===== config.mk =====
export PLATFORM = sky130hd
export DESIGN_NAME = isr_autopush
export DESIGN_NICKNAME = d
export VERILOG_FILES = /design/src/rtl/isr_autopush.sv
export SDC_FILE = /design/constraint.sdc
export NUM_CORES = 1
export LEC_CHECK = 0
export CAP_MARGIN = 40
export CELL_PAD_IN_SITES_DETAIL_PLACEMENT = 0
export CELL_PAD_IN_SITES_GLOBAL_PLACEMENT = 1
export CORE_MARGIN = 4
export CORE_UTILIZATION = 34
export CTS_BUF_LIST = sky130_fd_sc_hd__clkbuf_8
export DETAILED_ROUTE_END_ITERATION = 12
export GPL_TIMING_DRIVEN = 0
export PLACE_DENSITY_LB_ADDON = 0.1
export SLEW_MARGIN = 20
export SYNTH_ARGS = -nofsm -noshare
export SYNTH_HDL_FRONTEND = slang
export SYNTH_SLANG_ARGS = --single-unit

===== constraint.sdc =====
create_clock -name clk -period 13.1 [get_ports clk]
set_input_delay 2.62 -clock clk [delete_from_list [all_inputs] [get_ports clk]]
set_output_delay 2.62 -clock clk [all_outputs]
set_load 0.005 [all_outputs]

===== src/rtl/isr_autopush.sv =====
// Input shift register for one PIO state machine, feeding the RX fifo.
// Assembles words from IN shifts, pushes on threshold (autopush) or on an
// explicit PUSH, supports MOV-to-ISR loads, and flags stalls/overflows.
module isr_autopush #(
  parameter int DATA_W = 32,
  parameter int CNT_W  = 6
) (
  input  logic              clk,
  input  logic              rst,
  input  logic              in_en,
  input  logic [DATA_W-1:0] in_data,
  input  logic [4:0]        in_bits,
  input  logic              shift_right,
  input  logic              autopush_en,
  input  logic [4:0]        push_thresh,
  input  logic              push_req,
  input  logic              push_iffull,
  input  logic              push_block,
  input  logic              load_en,
  input  logic [DATA_W-1:0] load_data,
  input  logic              clear_overflow,
  input  logic              fifo_full,
  output logic              fifo_push,
  output logic [DATA_W-1:0] fifo_data,
  output logic [DATA_W-1:0] isr_value,
  output logic [CNT_W-1:0]  isr_count,
  output logic              stall,
  output logic              rx_overflow
);

  localparam logic [CNT_W-1:0] FULL_CNT = CNT_W'(DATA_W);

  logic [DATA_W-1:0] isr_q, isr_d;
  logic [CNT_W-1:0]  count_q, count_d;
  logic              ovf_q, ovf_d;

  logic [CNT_W-1:0]  n_bits;
  logic [CNT_W-1:0]  thr;
  logic [CNT_W:0]    cnt_sum;
  logic [CNT_W-1:0]  cnt_nxt;
  logic [DATA_W-1:0] in_mask;
  logic [DATA_W-1:0] shift_nxt;

  // A 5-bit field value of 0 stands for a full word.
  function automatic logic [CNT_W-1:0] decode_amt(input logic [4:0] v);
    return (v == 5'd0) ? FULL_CNT : CNT_W'(v);
  endfunction

  // The shift counter saturates at a full word instead of wrapping.
  function automatic logic [CNT_W-1:0] sat_count(input logic [CNT_W:0] s);
    return (s > {1'b0, FULL_CNT}) ? FULL_CNT : s[CNT_W-1:0];
  endfunction

  // Candidate ISR value and count if the IN command were to take effect.
  always_comb begin
    n_bits    = decode_amt(in_bits);
    thr       = decode_amt(push_thresh);
    cnt_sum   = {1'b0, count_q} + {1'b0, n_bits};
    cnt_nxt   = sat_count(cnt_sum);
    in_mask   = '0;
    shift_nxt = in_data;
    if (n_bits != FULL_CNT) begin
      in_mask = (DATA_W'(1) << n_bits) - DATA_W'(1);
      if (shift_right) begin
        shift_nxt = (isr_q >> n_bits) | (in_data << (FULL_CNT - n_bits));
      end else begin
        shift_nxt = (isr_q << n_bits) | (in_data & in_mask);
      end
    end
  end

  // Command arbitration (load > push > in) and fifo handshake.
  always_comb begin
    isr_d     = isr_q;
    count_d   = count_q;
    ovf_d     = ovf_q & ~clear_overflow;
    fifo_push = 1'b0;
    fifo_data = isr_q;
    stall     = 1'b0;
    if (!rst) begin
      if (load_en) begin
        isr_d   = load_data;
        count_d = '0;
      end else if (push_req) begin
        if (push_iffull && (count_q < thr)) begin
          // Below threshold: the PUSH retires without doing anything.
        end else if (!fifo_full) begin
          fifo_push = 1'b1;
          fifo_data = isr_q;
          isr_d     = '0;
          count_d   = '0;
        end else if (push_block) begin
          stall = 1'b1;
        end else begin
          // Non-blocking push into a full fifo loses the word; set wins over clear.
          isr_d   = '0;
          count_d = '0;
          ovf_d   = 1'b1;
        end
      end else if (in_en) begin
        if (autopush_en && (cnt_nxt >= thr)) begin
          if (!fifo_full) begin
            fifo_push = 1'b1;
            fifo_data = shift_nxt;
            isr_d     = '0;
            count_d   = '0;
          end else begin
            stall = 1'b1;
          end
        end else begin
          isr_d   = shift_nxt;
          count_d = cnt_nxt;
        end
      end
    end
  end

  // State registers with synchronous reset.
  always_ff @(posedge clk) begin
    if (rst) begin
      isr_q   <= '0;
      count_q <= '0;
      ovf_q   <= 1'b0;
    end else begin
      isr_q   <= isr_d;
      count_q <= count_d;
      ovf_q   <= ovf_d;
    end
  end

  assign isr_value   = isr_q;
  assign isr_count   = count_q;
  assign rx_overflow = ovf_q;

endmodule

==> results.sh <==
export IMPL_status="finished clean"
export IMPL_ir_drop_mv=0.0788
export IMPL_n_fill_cell=3051
export IMPL_p_switching_w=0.000436
export IMPL_finClkSkew_ps=17.6
export IMPL_combinationalPowerShare_pct=70.0
export IMPL_die_area_um2=33000
export IMPL_synth_top_cell_area_share_pct=19.5
export IMPL_synthAdderAreaFrac_pct=2.42
export IMPL_cts_tree="done"
export IMPL_drv_cap=0
export IMPL_critPathBufInv=8
export IMPL_final_min_clock_period_ps=12380
export IMPL_groute_usage_overall_pct=43.9
export IMPL_critPathTopFamily="buffers and inverters"
export IMPL_finalCritPeriodShare_pct=94.5
export IMPL_cts_resized=0
export IMPL_postSynthAreaPerCell_um2=8.18
export IMPL_p_clk_share_pct=12.6
export IMPL_finalHoldViolCount=0
export IMPL_num_rows=63
export IMPL_clock_path_buffers=2
export IMPL_critPathMaxStageDelay_ps=600
export IMPL_synth_area_leaders="mux4_2, dfxtp_1, mux2i_1"
export IMPL_sw_frac_of_total_pct=52.0
export IMPL_synth_xor_area_share_pct=1.28
export IMPL_placedCellCount=1811
export IMPL_area_growth_pct=22.9
export IMPL_gp_congestion=1.08
export IMPL_synth_compound_area_share_pct=28.4
export IMPL_die_x_um=182
export IMPL_max_freq_mhz=80.8
export IMPL_drt_wl_total_um=75500
export IMPL_synth_edff_count=0
export IMPL_place_area_um2=12500
export IMPL_ioPinCount=158
export IMPL_required_ps=10480
export IMPL_grt_overflow=0
export IMPL_ant_nets=0
export IMPL_syn_inst=1253
export IMPL_yosys_area_share_simple_pct=17.4
export IMPL_clock_latency_ps=320
export IMPL_viasPerCell=7.42
export IMPL_cts_root_buf="clkbuf_8"
export IMPL_worstPathCellList="clkdlybuf4s50_1 > clkbuf_1 > nor3_1 > nand2_1 > inv_1 > buf_2 > buf_1 > ha_1 > a311oi_1 > and4_1 > a21oi_1 > nor2_1 > ha_1 > a21oi_1 > o21bai_1 > a22o_1 > nand3_1 > or3_1 > clkbuf_1 > clkbuf_1 > a31oi_1 > a21oi_1 > clkdlybuf4s50_1"
export IMPL_dp_hpwl_um=59300
export IMPL_intPower_w=0.000402
export IMPL_grt_pass1_vias=13087
export IMPL_postCtsHoldBufs=0
export IMPL_worstMarginPinSlew_ps=1060
export IMPL_muxShareOfSynthArea_pct=34.8
export IMPL_drc_errors=0
export IMPL_path_clk_slew_ps=90
export IMPL_synth_top_family_by_area="multiplexers"
export IMPL_num_antenna_cells=0
export IMPL_hold_path_class="reg -> reg"
export IMPL_slew_headroom_pct=29.3
export IMPL_powerDensity_nw_per_um2=66.5
export IMPL_fin_cells=1824
export IMPL_synth_area_um2=10300
export IMPL_dr_first_iter_drc_count=2398
export IMPL_setup_violations_final=0
export IMPL_floorplan_initialDensity_pct=34.5
export IMPL_first_pass_iters=7
export IMPL_wl_per_cell_um=41.4
export IMPL_maxSlewViolCount=0
export IMPL_htree_levels=2
export IMPL_arrival_ps=9760
export IMPL_yosysWarnings=0
export IMPL_ys_types=86
export IMPL_core_um2=29700
export IMPL_crit_path_max_fanout=10
export IMPL_synth_top_flop_cell="dfxtp_1"
export IMPL_vias=13531
export IMPL_yosysTopAreaCell="mux4_2"
export IMPL_final_cell_mix="clkdlybuf4s50_1, nand2_1, mux4_2"
export IMPL_setup_tns_ps=0
export IMPL_antenna_found_initial=3
export IMPL_nNetsFinal=1538
export IMPL_cp_start_kind="input port"
export IMPL_ys_ff_latch=39
export IMPL_grt_first_pass_wirelength_um=104000
export IMPL_async_flop_share_pct=0
export IMPL_drive_above_1_share_pct=17.6
export IMPL_p_leak_nw=4.68
export IMPL_portBuffers=151
export IMPL_cts_setup_buffers=0
export IMPL_dieHeight_um=182
export IMPL_cts_buffers=5
export IMPL_synth_seq_area_share_pct=7.61
export IMPL_grt_start_max_net_pins=13
export IMPL_rsz0062_at_grt="false"
export IMPL_critPathKind="in -> out"
export IMPL_cts_sinks=39
export IMPL_slowest_stage="clkdlybuf4s50_1"
export IMPL_whs_ps=475
export IMPL_pwr_share_seq_pct=17.4
export IMPL_final_area_um2=12600
export IMPL_end_kind="output pin"
export IMPL_mostFrequentLayoutCell="clkdlybuf4s50_1"
-- worst min-delay path: stages (launching register included) --
cell	delay, ps
dfxtp_1	320
nand2b_1	60
a21oi_1	50
-- final timing paths --
kind / start / endpoint / slack (ps) / cells past startpoint
max: in_bits[4] / fifo_data[18] / 720 / 23
min: rx_overflow / rx_overflow / 480 / 2
max reg2reg: isr_count[1] / isr_count[0] / 8460 / 17
min reg2reg: rx_overflow / rx_overflow / 480 / 2
-- per-layer routing --
layer  global-route usage, %  routed length, um  vias to the layer above
met4                    28.6               6890                        4
met1                    55.1              27900                     6510
met2                    63.5              30200                     1326
li1                        -                  -                     5317
met5                       0                 33                        -
met3                    15.7              10400                      374
-- Yosys cell counts, drive strengths merged, types with 8 or more instances --
cell type / instances
nand2: 120
mux4: 101
o21ai: 89
a21oi: 78
clkbuf: 77
mux2i: 76
nor2: 73
buf: 70
mux2: 43
nand3: 40
dfxtp: 39
a31oi: 29
nor3: 24
a211oi: 23
inv: 23
nand2b: 21
a22oi: 20
and2: 20
ha: 19
a21o: 18
nor2b: 18
o211ai: 18
o22ai: 17
a22o: 15
a221oi: 10
o221ai: 10
o31ai: 10
o2bb2ai: 9
xor2: 9
and3: 8
nand4: 8
or3: 8
-- power by group through the flow --
stage	Sequential (W)	Combinational, W	Clock, W
detailed placement	0.000147	0.000550	0
CTS	0.000144	0.000553	0.000104
global route	0.000146	0.000595	0.000106
global placement	0.000146	0.000548	0
finish	0.000146	0.000587	0.000106
floorplan	0.000139	0.000297	0
-- final cells by class --
class                      instances  area, um^2  share of cell area, %
buffer                           146         743                   5.90
clock buffer                       5        68.8                  0.546
clock inverter                     2        37.5                  0.298
inverter                          23        86.3                  0.685
multi-input combinational       1045        8680                   68.9
sequential                        39         781                   6.20
tap                              390         488                   3.87
timing repair buffer             174        1720                   13.6
-- flip-flops by register name, indices dropped and copies added, names as in the netlist --
name / flops
isr_count: 6
isr_value: 32
rx_overflow: 1
-- per-stage QoR --
step | util, % | worst slack (ps) | total power [W]
after floorplan | - | 3450 | 0.000437
after global placement | 41.2 | 488 | 0.000694
final | 42.4 | 724 | 0.000838
after detailed placement | 41.9 | 377 | 0.000697
after global routing | 42.4 | 345 | 0.000847
after CTS | 42.3 | 360 | 0.000801
-- cell families (layout without fill, tap and decap cells) --
group,Yosys count,after routing
buf+inv,170,350
mux,220,220
other cells,1,2
compound gates,424,424
flops,39,39
fa+ha+maj,20,20
xor+xnor,15,15
simple gates,364,364
(Power assumes the default switching activity.)
